### src/rtl/apb_pkg.sv
// Shared types and address-decode helper for the APB slave memory.
package apb_pkg;

  typedef enum logic [1:0] {IDLE, WAIT, READY} apb_state_e;

  localparam int APB_ADDR_W = 32;
  localparam int APB_DATA_W = 32;

  // Out-of-window, misaligned or beyond-depth byte addresses are errors.
  function automatic logic apb_addr_err(input logic [APB_ADDR_W-1:0] addr,
                                        input logic [APB_ADDR_W-1:0] base,
                                        input int unsigned           depth);
    logic [APB_ADDR_W-1:0] off;
    off = addr - base;
    return (addr < base) || (off[1:0] != 2'b00) ||
           ((off >> 2) >= APB_ADDR_W'(depth));
  endfunction

endpackage

### src/rtl/apb_slave_mem_if.sv
// APB bus bundle between the master stage and the slave memory.
interface apb_slave_mem_if #(
  parameter int ADDR_W = apb_pkg::APB_ADDR_W,
  parameter int DATA_W = apb_pkg::APB_DATA_W
);
  logic              psel;
  logic              pen;
  logic [ADDR_W-1:0] paddr;
  logic              pwrite;
  logic [DATA_W-1:0] pwdata;
  logic              pready;
  logic [DATA_W-1:0] prdata;
  logic              pslverr;

  modport master (
    output psel, pen, paddr, pwrite, pwdata,
    input  pready, prdata, pslverr
  );

  modport slave (
    input  psel, pen, paddr, pwrite, pwdata,
    output pready, prdata, pslverr
  );
endinterface

### src/rtl/apb_slave_regfile.sv
// DEPTH x DATA_W word store: one synchronous write port, one combinational read port.
module apb_slave_regfile #(
  parameter int DEPTH  = 16,
  parameter int DATA_W = 32,
  parameter int IDX_W  = 4
) (
  input  logic              clk,
  input  logic              rst_n,
  input  logic              we,
  input  logic [IDX_W-1:0]  widx,
  input  logic [DATA_W-1:0] wdata,
  input  logic [IDX_W-1:0]  ridx,
  output logic [DATA_W-1:0] rdata
);

  logic [DATA_W-1:0] mem_q [DEPTH];
  logic [DATA_W-1:0] mem_d [DEPTH];

  always_comb begin
    mem_d = mem_q;
    if (we && (int'(widx) < DEPTH)) mem_d[widx] = wdata;
  end

  always_ff @(posedge clk or negedge rst_n) begin
    if (!rst_n) begin
      for (int i = 0; i < DEPTH; i++) mem_q[i] <= '0;
    end else begin
      mem_q <= mem_d;
    end
  end

  assign rdata = (int'(ridx) < DEPTH) ? mem_q[ridx] : '0;

endmodule

### src/rtl/apb_slave_mem.sv
// APB slave backed by a word memory, with programmable wait states and pslverr on bad addresses.
module apb_slave_mem
  import apb_pkg::*;
#(
  parameter int              ADDR_W      = APB_ADDR_W,
  parameter int              DATA_W      = APB_DATA_W,
  parameter int              DEPTH       = 16,
  parameter logic [ADDR_W-1:0] BASE_ADDR = '0,
  parameter int              WAIT_CYCLES = 0
) (
  input logic            pclk,
  input logic            prst_n,
  apb_slave_mem_if.slave bus
);

  localparam int         IDX_W     = (DEPTH > 1) ? $clog2(DEPTH) : 1;
  localparam logic [3:0] WAIT_INIT = 4'(WAIT_CYCLES);

  apb_state_e        state_q,   state_d;
  logic [3:0]        cnt_q,     cnt_d;
  logic [IDX_W-1:0]  idx_q,     idx_d;
  logic              write_q,   write_d;
  logic [DATA_W-1:0] wdata_q,   wdata_d;
  logic              err_q,     err_d;
  logic              pready_q,  pready_d;
  logic              pslverr_q, pslverr_d;
  logic [DATA_W-1:0] prdata_q,  prdata_d;

  logic              err_now;
  logic [IDX_W-1:0]  idx_now;
  logic [IDX_W-1:0]  ridx;
  logic [DATA_W-1:0] rdata;
  logic              mem_we;

  always_comb begin
    err_now = apb_addr_err(APB_ADDR_W'(bus.paddr), APB_ADDR_W'(BASE_ADDR), DEPTH);
    idx_now = IDX_W'((APB_ADDR_W'(bus.paddr) - APB_ADDR_W'(BASE_ADDR)) >> 2);
    // Zero-wait reads sample the array with the live setup address.
    ridx    = (state_q == IDLE) ? idx_now : idx_q;
  end

  always_comb begin
    state_d   = state_q;
    cnt_d     = cnt_q;
    idx_d     = idx_q;
    write_d   = write_q;
    wdata_d   = wdata_q;
    err_d     = err_q;
    pready_d  = pready_q;
    pslverr_d = pslverr_q;
    prdata_d  = prdata_q;
    mem_we    = 1'b0;

    case (state_q)
      IDLE: begin
        if (bus.psel && !bus.pen) begin
          idx_d   = idx_now;
          write_d = bus.pwrite;
          wdata_d = bus.pwdata;
          err_d   = err_now;
          if (WAIT_CYCLES == 0) begin
            state_d   = READY;
            pready_d  = 1'b1;
            pslverr_d = err_now;
            prdata_d  = (!bus.pwrite && !err_now) ? rdata : '0;
          end else begin
            state_d = WAIT;
            cnt_d   = WAIT_INIT;
          end
        end
      end

      WAIT: begin
        if (!bus.psel) begin
          state_d = IDLE;
          cnt_d   = '0;
        end else if (cnt_q == 4'd1) begin
          state_d   = READY;
          cnt_d     = '0;
          pready_d  = 1'b1;
          pslverr_d = err_q;
          prdata_d  = (!write_q && !err_q) ? rdata : '0;
        end else begin
          cnt_d = cnt_q - 4'd1;
        end
      end

      READY: begin
        if (!bus.psel || bus.pen) begin
          mem_we    = bus.psel && write_q && !err_q;
          state_d   = IDLE;
          pready_d  = 1'b0;
          pslverr_d = 1'b0;
          prdata_d  = '0;
        end
      end

      default: begin
        state_d   = IDLE;
        cnt_d     = '0;
        pready_d  = 1'b0;
        pslverr_d = 1'b0;
        prdata_d  = '0;
      end
    endcase
  end

  always_ff @(posedge pclk or negedge prst_n) begin
    if (!prst_n) begin
      state_q   <= IDLE;
      cnt_q     <= '0;
      idx_q     <= '0;
      write_q   <= 1'b0;
      wdata_q   <= '0;
      err_q     <= 1'b0;
      pready_q  <= 1'b0;
      pslverr_q <= 1'b0;
      prdata_q  <= '0;
    end else begin
      state_q   <= state_d;
      cnt_q     <= cnt_d;
      idx_q     <= idx_d;
      write_q   <= write_d;
      wdata_q   <= wdata_d;
      err_q     <= err_d;
      pready_q  <= pready_d;
      pslverr_q <= pslverr_d;
      prdata_q  <= prdata_d;
    end
  end

  apb_slave_regfile #(
    .DEPTH  (DEPTH),
    .DATA_W (DATA_W),
    .IDX_W  (IDX_W)
  ) u_regfile (
    .clk   (pclk),
    .rst_n (prst_n),
    .we    (mem_we),
    .widx  (idx_q),
    .wdata (wdata_q),
    .ridx  (ridx),
    .rdata (rdata)
  );

  assign bus.pready  = pready_q;
  assign bus.pslverr = pslverr_q;
  assign bus.prdata  = prdata_q;

endmodule

### src/flat_wrapper.sv
// flat-port wrapper written by rule: the top's interface ports become plain ports
module apb_slave_mem_flat import apb_pkg::*;
#(
  parameter int              ADDR_W      = APB_ADDR_W,
  parameter int              DATA_W      = APB_DATA_W,
  parameter int              DEPTH       = 16,
  parameter logic [ADDR_W-1:0] BASE_ADDR = '0,
  parameter int              WAIT_CYCLES = 0
)
  (pclk, prst_n, bus_psel, bus_pen, bus_paddr, bus_pwrite, bus_pwdata, bus_pready, bus_prdata, bus_pslverr);
  apb_slave_mem_if #(.ADDR_W(ADDR_W), .DATA_W(DATA_W)) bus_i ();
  input logic pclk;
  input logic prst_n;
  input wire logic [$bits(bus_i.psel)-1:0] bus_psel;
  input wire logic [$bits(bus_i.pen)-1:0] bus_pen;
  input wire logic [$bits(bus_i.paddr)-1:0] bus_paddr;
  input wire logic [$bits(bus_i.pwrite)-1:0] bus_pwrite;
  input wire logic [$bits(bus_i.pwdata)-1:0] bus_pwdata;
  output wire logic [$bits(bus_i.pready)-1:0] bus_pready;
  output wire logic [$bits(bus_i.prdata)-1:0] bus_prdata;
  output wire logic [$bits(bus_i.pslverr)-1:0] bus_pslverr;
  assign bus_i.psel = bus_psel;
  assign bus_i.pen = bus_pen;
  assign bus_i.paddr = bus_paddr;
  assign bus_i.pwrite = bus_pwrite;
  assign bus_i.pwdata = bus_pwdata;
  assign bus_pready = bus_i.pready;
  assign bus_prdata = bus_i.prdata;
  assign bus_pslverr = bus_i.pslverr;
  apb_slave_mem #(.ADDR_W(ADDR_W), .DATA_W(DATA_W), .DEPTH(DEPTH), .BASE_ADDR(BASE_ADDR), .WAIT_CYCLES(WAIT_CYCLES)) u_core (.pclk(pclk), .prst_n(prst_n), .bus(bus_i));
endmodule
### config.mk
export PLATFORM = sky130hd
export DESIGN_NAME = apb_slave_mem_flat
export DESIGN_NICKNAME = d
export VERILOG_FILES = /design/src/rtl/apb_pkg.sv /design/src/rtl/apb_slave_mem_if.sv /design/src/rtl/apb_slave_regfile.sv /design/src/rtl/apb_slave_mem.sv /design/src/flat_wrapper.sv
export SDC_FILE = /design/constraint.sdc
export NUM_CORES = 1
export LEC_CHECK = 0
export ABC_CLOCK_PERIOD_IN_PS = 3860
export CORE_MARGIN = 5
export CORE_UTILIZATION = 66
export DETAILED_ROUTE_END_ITERATION = 6
export PLACE_DENSITY = 0.85
export SLEW_MARGIN = 25
export SYNTH_ARGS = -nofsm -noshare
export SYNTH_HDL_FRONTEND = slang
export SYNTH_SLANG_ARGS = --single-unit
### constraint.sdc
create_clock -name pclk -period 3.86 [get_ports pclk]
set_input_delay 0.965 -clock pclk [delete_from_list [all_inputs] [get_ports pclk]]
set_output_delay 0.965 -clock pclk [all_outputs]
set_load 0.01 [all_outputs]
## Word-level counts from Yosys, hierarchy flattened

Index checks and enable logic that the tools add are counted.

| cells by class | value |
|---|---|
| add/sub/neg operators | 1 |
| $lt $le $gt $ge | 5 |
| eq/ne operators | 8 |
| multiplexer cells | 33 |
| bitwise gates (word level) | 2 |
| reduce and logical (&&, ||, !) cells | 21 |

Operators with widths:

| kind | number |
|---|---|
| bitwise mux 512 bit | 1 |
| 2-to-1 mux 32 bit | 9 |
| binary-select mux 32 bit (select 4 bit) | 1 |
| demux 32 bit (select 4 bit) | 1 |
| one-hot mux 32 bit (3 select lines) | 1 |
| < comparator 32 x 1 -> 1 bit (second input constant) | 1 |
| greater-or-equal comparator 30 x 5 -> 1 bit (second input constant) | 1 |
| 2-to-1 mux 4 bit | 3 |
| greater-or-equal comparator 5 bit (second input constant) | 2 |
| NOT 4 -> 5 bit | 2 |
| 2-to-1 mux 1 bit | 9 |
| 2-to-1 mux 2 bit | 4 |
| one-hot mux 4 bit (2 select lines) | 1 |
| logical AND 1 bit | 6 |
| logical NOT 1 bit | 6 |
| one-hot mux 1 bit (3 select lines) | 2 |
| one-hot mux 2 bit (3 select lines) | 1 |
| < comparator 5 x 1 -> 1 bit (second input constant) | 1 |
| == test 4 x 1 -> 1 bit (second input constant) | 1 |
| inequality test 2 x 1 -> 1 bit (second input constant) | 2 |
| inequality test 2 bit (second input constant) | 2 |
| AND reduction 4 bit | 1 |
| subtractor 4 x 1 -> 4 bit (second input constant) | 1 |
| logical OR 1 bit | 3 |
| 8 further kinds | 8 |

| word-level totals | value |
|---|---|
| register bits | 590 |
| bits of input ports | 69 |
| output and inout port bits | 34 |
| word-level logic and storage cells | 95 |

## Longest topological paths before layout

| logic depth | value |
|---|---|
| depth after elaboration | 10 |
| depth in mapped cells | 9 |
| depth with buffers taken out | 5 |

## By module

A second synthesis with hierarchy kept.

| unflattened totals | value |
|---|---|
| cells, all modules | 1695 |
| area, all modules | 26222.6 µm² |

Modules (own cells, without submodules):

| module | times used | cells each | area an instance (µm²) | seq. area each (µm²) |
|---|---|---|---|---|
| apb_slave_regfile | 1 | 1404 | 22774.3 | 12812.3 |
| apb_slave_mem | 1 | 291 | 3448.3 | 1801.7 |

## Worst setup path before layout

OpenSTA, ideal clock, no wires.

| path | value |
|---|---|
| kind | in2reg |
| from | input port bus_pen |
| to | register u_core.u_regfile.mem_q[321] (netlist name) |
| library setup time | 125 ps |
| data arrival time | 2249 ps |
| data required time | 3735 ps |
| slack | 1486 ps |
| cell stages on the path | 6 |
| path buffers | 1 |
| path through | nand4_1 > nor3_1 > nand2b_1 > nor2_1 > buf_2 > mux2_2 |

| between the ends | value |
|---|---|
| longest elaborated chain between the ends | 3 |

Ends and longest elaborated chain:

| element | RTL line | text |
|---|---|---|
| start: declaration | flat_wrapper.sv:15 | `input wire logic [$bits(bus_i.pen)-1:0] bus_pen;` |
| logical OR 1 bit | apb_slave_mem.sv:89 | `if (!bus.psel \|\| bus.pen) begin` |
| 2-to-1 mux 1 bit | apb_slave_mem.sv:89 |  |
| 2-to-1 mux 1 bit | apb_slave_mem.sv:54 | `case (state_q)` |
| end signal: assignment | apb_slave_regfile.sv:28 | `mem_q <= mem_d;` |
| end: declaration | apb_slave_regfile.sv:16 | `logic [DATA_W-1:0] mem_q [DEPTH];` |

No other way between the ends.
A chain may end at the register's enable or synchronous reset.

## Worst setup path after layout

| path | value |
|---|---|
| from | register u_core.pready_q (netlist: u_core.bus.pready) |
| to | output port bus_pready |

RTL lines:

| element | RTL line | text |
|---|---|---|
| start: declaration | apb_slave_mem.sv:25 | `logic pready_q, pready_d;` |
| start signal: assignment | apb_slave_mem.sv:126 | `pready_q <= pready_d;` |
| end: declaration | flat_wrapper.sv:19 | `output wire logic [$bits(bus_i.pready)-1:0] bus_pready;` |

No word-level cell between the ends.

==> flow_summary_export.csv <==
group,metric,value,unit
final_layout,fin_util,0.766,
clock_network,postCtsSetupBuffers,0,
final_layout,area_delta_synth_final,14.4,%
pwr,ir_worst_vdd,1.12,mV
yosys,syn_area_per_cell,12.2,um2
yosys,yosys.area.top_type_share,0.562,
sta,tns,0,ns
clock_network,clk_latency,0.62,ns
global_route,grt_antenna_before_repair,2,
global_route,grt_max_degree,99,
setup_path,critPathLaunch,"u_core.bus.pready",
clock_network,cts_max_path_buffers,3,
yosys,syn_area,26000,um2
sta,grt_setup_unrepaired,"false",
detailed_routing,ant_nets,0,
sta,layout_min_cycle_time,2.97,ns
yosys,synthTopCellsByArea,"dfrtp_1 56%, mux2_2 21%, nand2_1 5.2%",
yosys,ys_seq_elements,584,
setup_path,worstPathArrival,2.01,ns
detailed_routing,wire_per_inst,26.0,um
floorplan,core-area,38800,um2
setup_path,worstSetupPathType,"flip-flop to primary output",
yosys,synth.yosys.warnings,0,
clock_network,htree_num_levels,2,
yosys,syn-num-nets,2203,
placement,gp_congestion,0.868,
clock_network,cts-root-buf,"clkbuf_16",
global_route,grt_pass1_vias,19400,
detailed_routing,vias,18400,
setup_path,reg2reg_from,"u_core.idx_q[0]",
run,cap_viol_max_count,0,
placement,hpwl,40.3,mm
pwr,switching_power,5.97,mW
pwr,p_int,10.9,mW
sta,hold_viol_final,0,
sta,drv_slew,0,
global_route,gr-total-overflow,0,
floorplan,rows,72,
clock_network,cts_buffers,56,
final_layout,drive_above_1_share,0.300,
sta,finalCritPeriodShare,0.770,
sta,slew_headroom,0.489,
sta,finClkSkew,0.0141,ns
detailed_routing,wirelength,71.5,mm
placement,portBuffers,102,
setup_path,slowest_stage,"clkdlybuf4s50_1",
clock_network,tritoncts,"built",
final_layout,nets,2260,
floorplan,fp.dieW,208,um
setup_path,cp-end-kind,"primary output",
setup_path,path_buf_inv,2,
global_route,grt_pass1_wl,112,mm
final_layout,stdcell_count,2753,
setup_path,startpoint_type,"flip-flop",
detailed_routing,drt_first_pass_iters,6,
setup_path,cp.required,2.89,ns
yosys,seq_area_frac_synth,0.562,
setup_path,crit_chain,"buf_4 -> clkdlybuf4s50_1",
detailed_routing,drt-initial-drc-count,1827,
setup_path,path_max_fanout,11,
pwr,leakage,13.8,nW
global_route,grt.total_usage,0.327,
floorplan,pin_count,103,
status,status,"complete, no violations",
clock_network,cts_sinks,584,
pwr,power,16.8,mW
yosys,synth_cell_type_count,31,
sta,fmax,0.337,GHz
detailed_routing,via_per_inst,6.67,
sta,setup_violations,0,
pwr,switching_share,0.355,
sta,worstMarginPinSlew,0.766,ns
detailed_routing,drc_errors,0,
clock_network,clk_pin_slew,0.06,ns
sta,hold_ws,0.385,ns
pwr,power_density,566,nW/um2
floorplan,die-height,208,um
setup_path,max_stage_delay,0.62,ns
placement,dp_cells,2650,
pwr,p_seq_frac,0.454,
worst_hold_path,hold_path_class,"input pin to async pin",
floorplan,die_area,43500,um2
clock_network,post_cts_resized,0,
yosys,yosys.area.top_type,"dfrtp_1",
clock_network,hold_buffers,0,
setup_path,critPathTopFamily,"buffers and inverters",
floorplan,start_util,0.670,
yosys,netlist_instances,2133,
pwr,combPwrFrac,0.227,
pwr,power_frac_clock,0.319,
[cell usage after synthesis (all sizes together)]
cell type / n
buf: 82
xnor2: 1
o21ai: 34
nor2b: 2
clkbuf: 89
a32oi: 4
inv: 4
nor3: 6
o22ai: 32
mux2: 548
nor4: 72
ha: 1
dfrtp: 584
nand3: 3
nand2b: 2
nand4: 2
mux2i: 98
nand3b: 1
a21oi: 161
nand2: 361
o31ai: 33
nor2: 13
[cells in the final DEF, fill, tap and decap left out, drive strengths merged]
cell,instances
a21oi,161
a32oi,4
buf,69
bufinv,1
clkbuf,91
clkdlybuf4s50,101
clkinv,9
dfrtp,584
diode,1
ha,1
inv,5
mux2,548
mux2i,98
nand2,361
nand2b,2
nand3,3
nand3b,1
nand4,2
nor2,13
nor2b,2
nor3,6
nor4,72
o21ai,34
o22ai,32
o31ai,33
xnor2,1
[final timing paths]
kind	slack, ns	endpoint	depth (start not counted)
setup / recovery	0.89	bus_pready	2
hold / removal	0.38	u_core.u_regfile.mem_q[452]	1
setup reg to reg	1.01	u_core.bus.prdata[23]	6
hold reg to reg	0.48	u_core.u_regfile.mem_q[117]	1
max in group asynchronous	2.38	u_core.u_regfile.mem_q[167]	3
min in group pclk	0.48	u_core.u_regfile.mem_q[117]	1
[layout make-up]
cell class / instances / area, um2
multi-input cells: 1374 / 10800
flip-flops and latches: 584 / 14600
clock buffers: 91 / 1690
clock inverters: 11 / 95.1
fillers: 2218 / 9080
diodes: 1 / 2.50
inverters: 4 / 15.0
repair buffers: 170 / 1860
well taps: 518 / 648
[per-layer routing]
layer	global-route usage	wire [um]	vias to the layer above
met5	0	13	-
met4	0.140	2970	2
met3	0.0783	6850	235
met2	0.519	34000	1005
met1	0.435	27600	9471
li1	-	-	7639
[power groups by stage]
| stage | registers (mW) | logic (mW) | clock network, mW |
|---|---|---|---|
| floorplan | 6.97 | 2.63 | 0 |
| global placement | 7.60 | 3.61 | 0 |
| detailed placement | 7.67 | 3.71 | 0 |
| CTS | 7.58 | 3.74 | 5.41 |
| global route | 7.70 | 3.97 | 5.67 |
| finish | 7.64 | 3.82 | 5.37 |
[through the flow]
stage	setup WS, ns	area (um2)
2_1_floorplan	1.49	26000
3_3_place_gp	0.526	28000
3_5_place_dp	0.389	28000
4_1_cts	0.857	29700
5_1_grt	0.825	29700
6_report	0.889	29700
[logic make-up after synthesis]
| family | synth area share |
|---|---|
| muxes | 0.276 |
| adders and majority gates | 0.000481 |
| and+or+nand+nor | 0.0756 |
| AOI/OAI and AO/OA | 0.0570 |
| DFF | 0.562 |
| xor gates and xnor gates | 0.000337 |
| buffers and inverters | 0.0289 |
[registers in the layout (all words and copies together), names as in the netlist]
signal	cells
u_core.bus.pready	1
u_core.u_regfile.mem_q	512
u_core.idx_q	4
u_core.wdata_q	32
u_core.bus.pslverr	1
u_core.bus.prdata	32
u_core.write_q	1
u_core.err_q	1
Power figures use the tool's default switching activity.
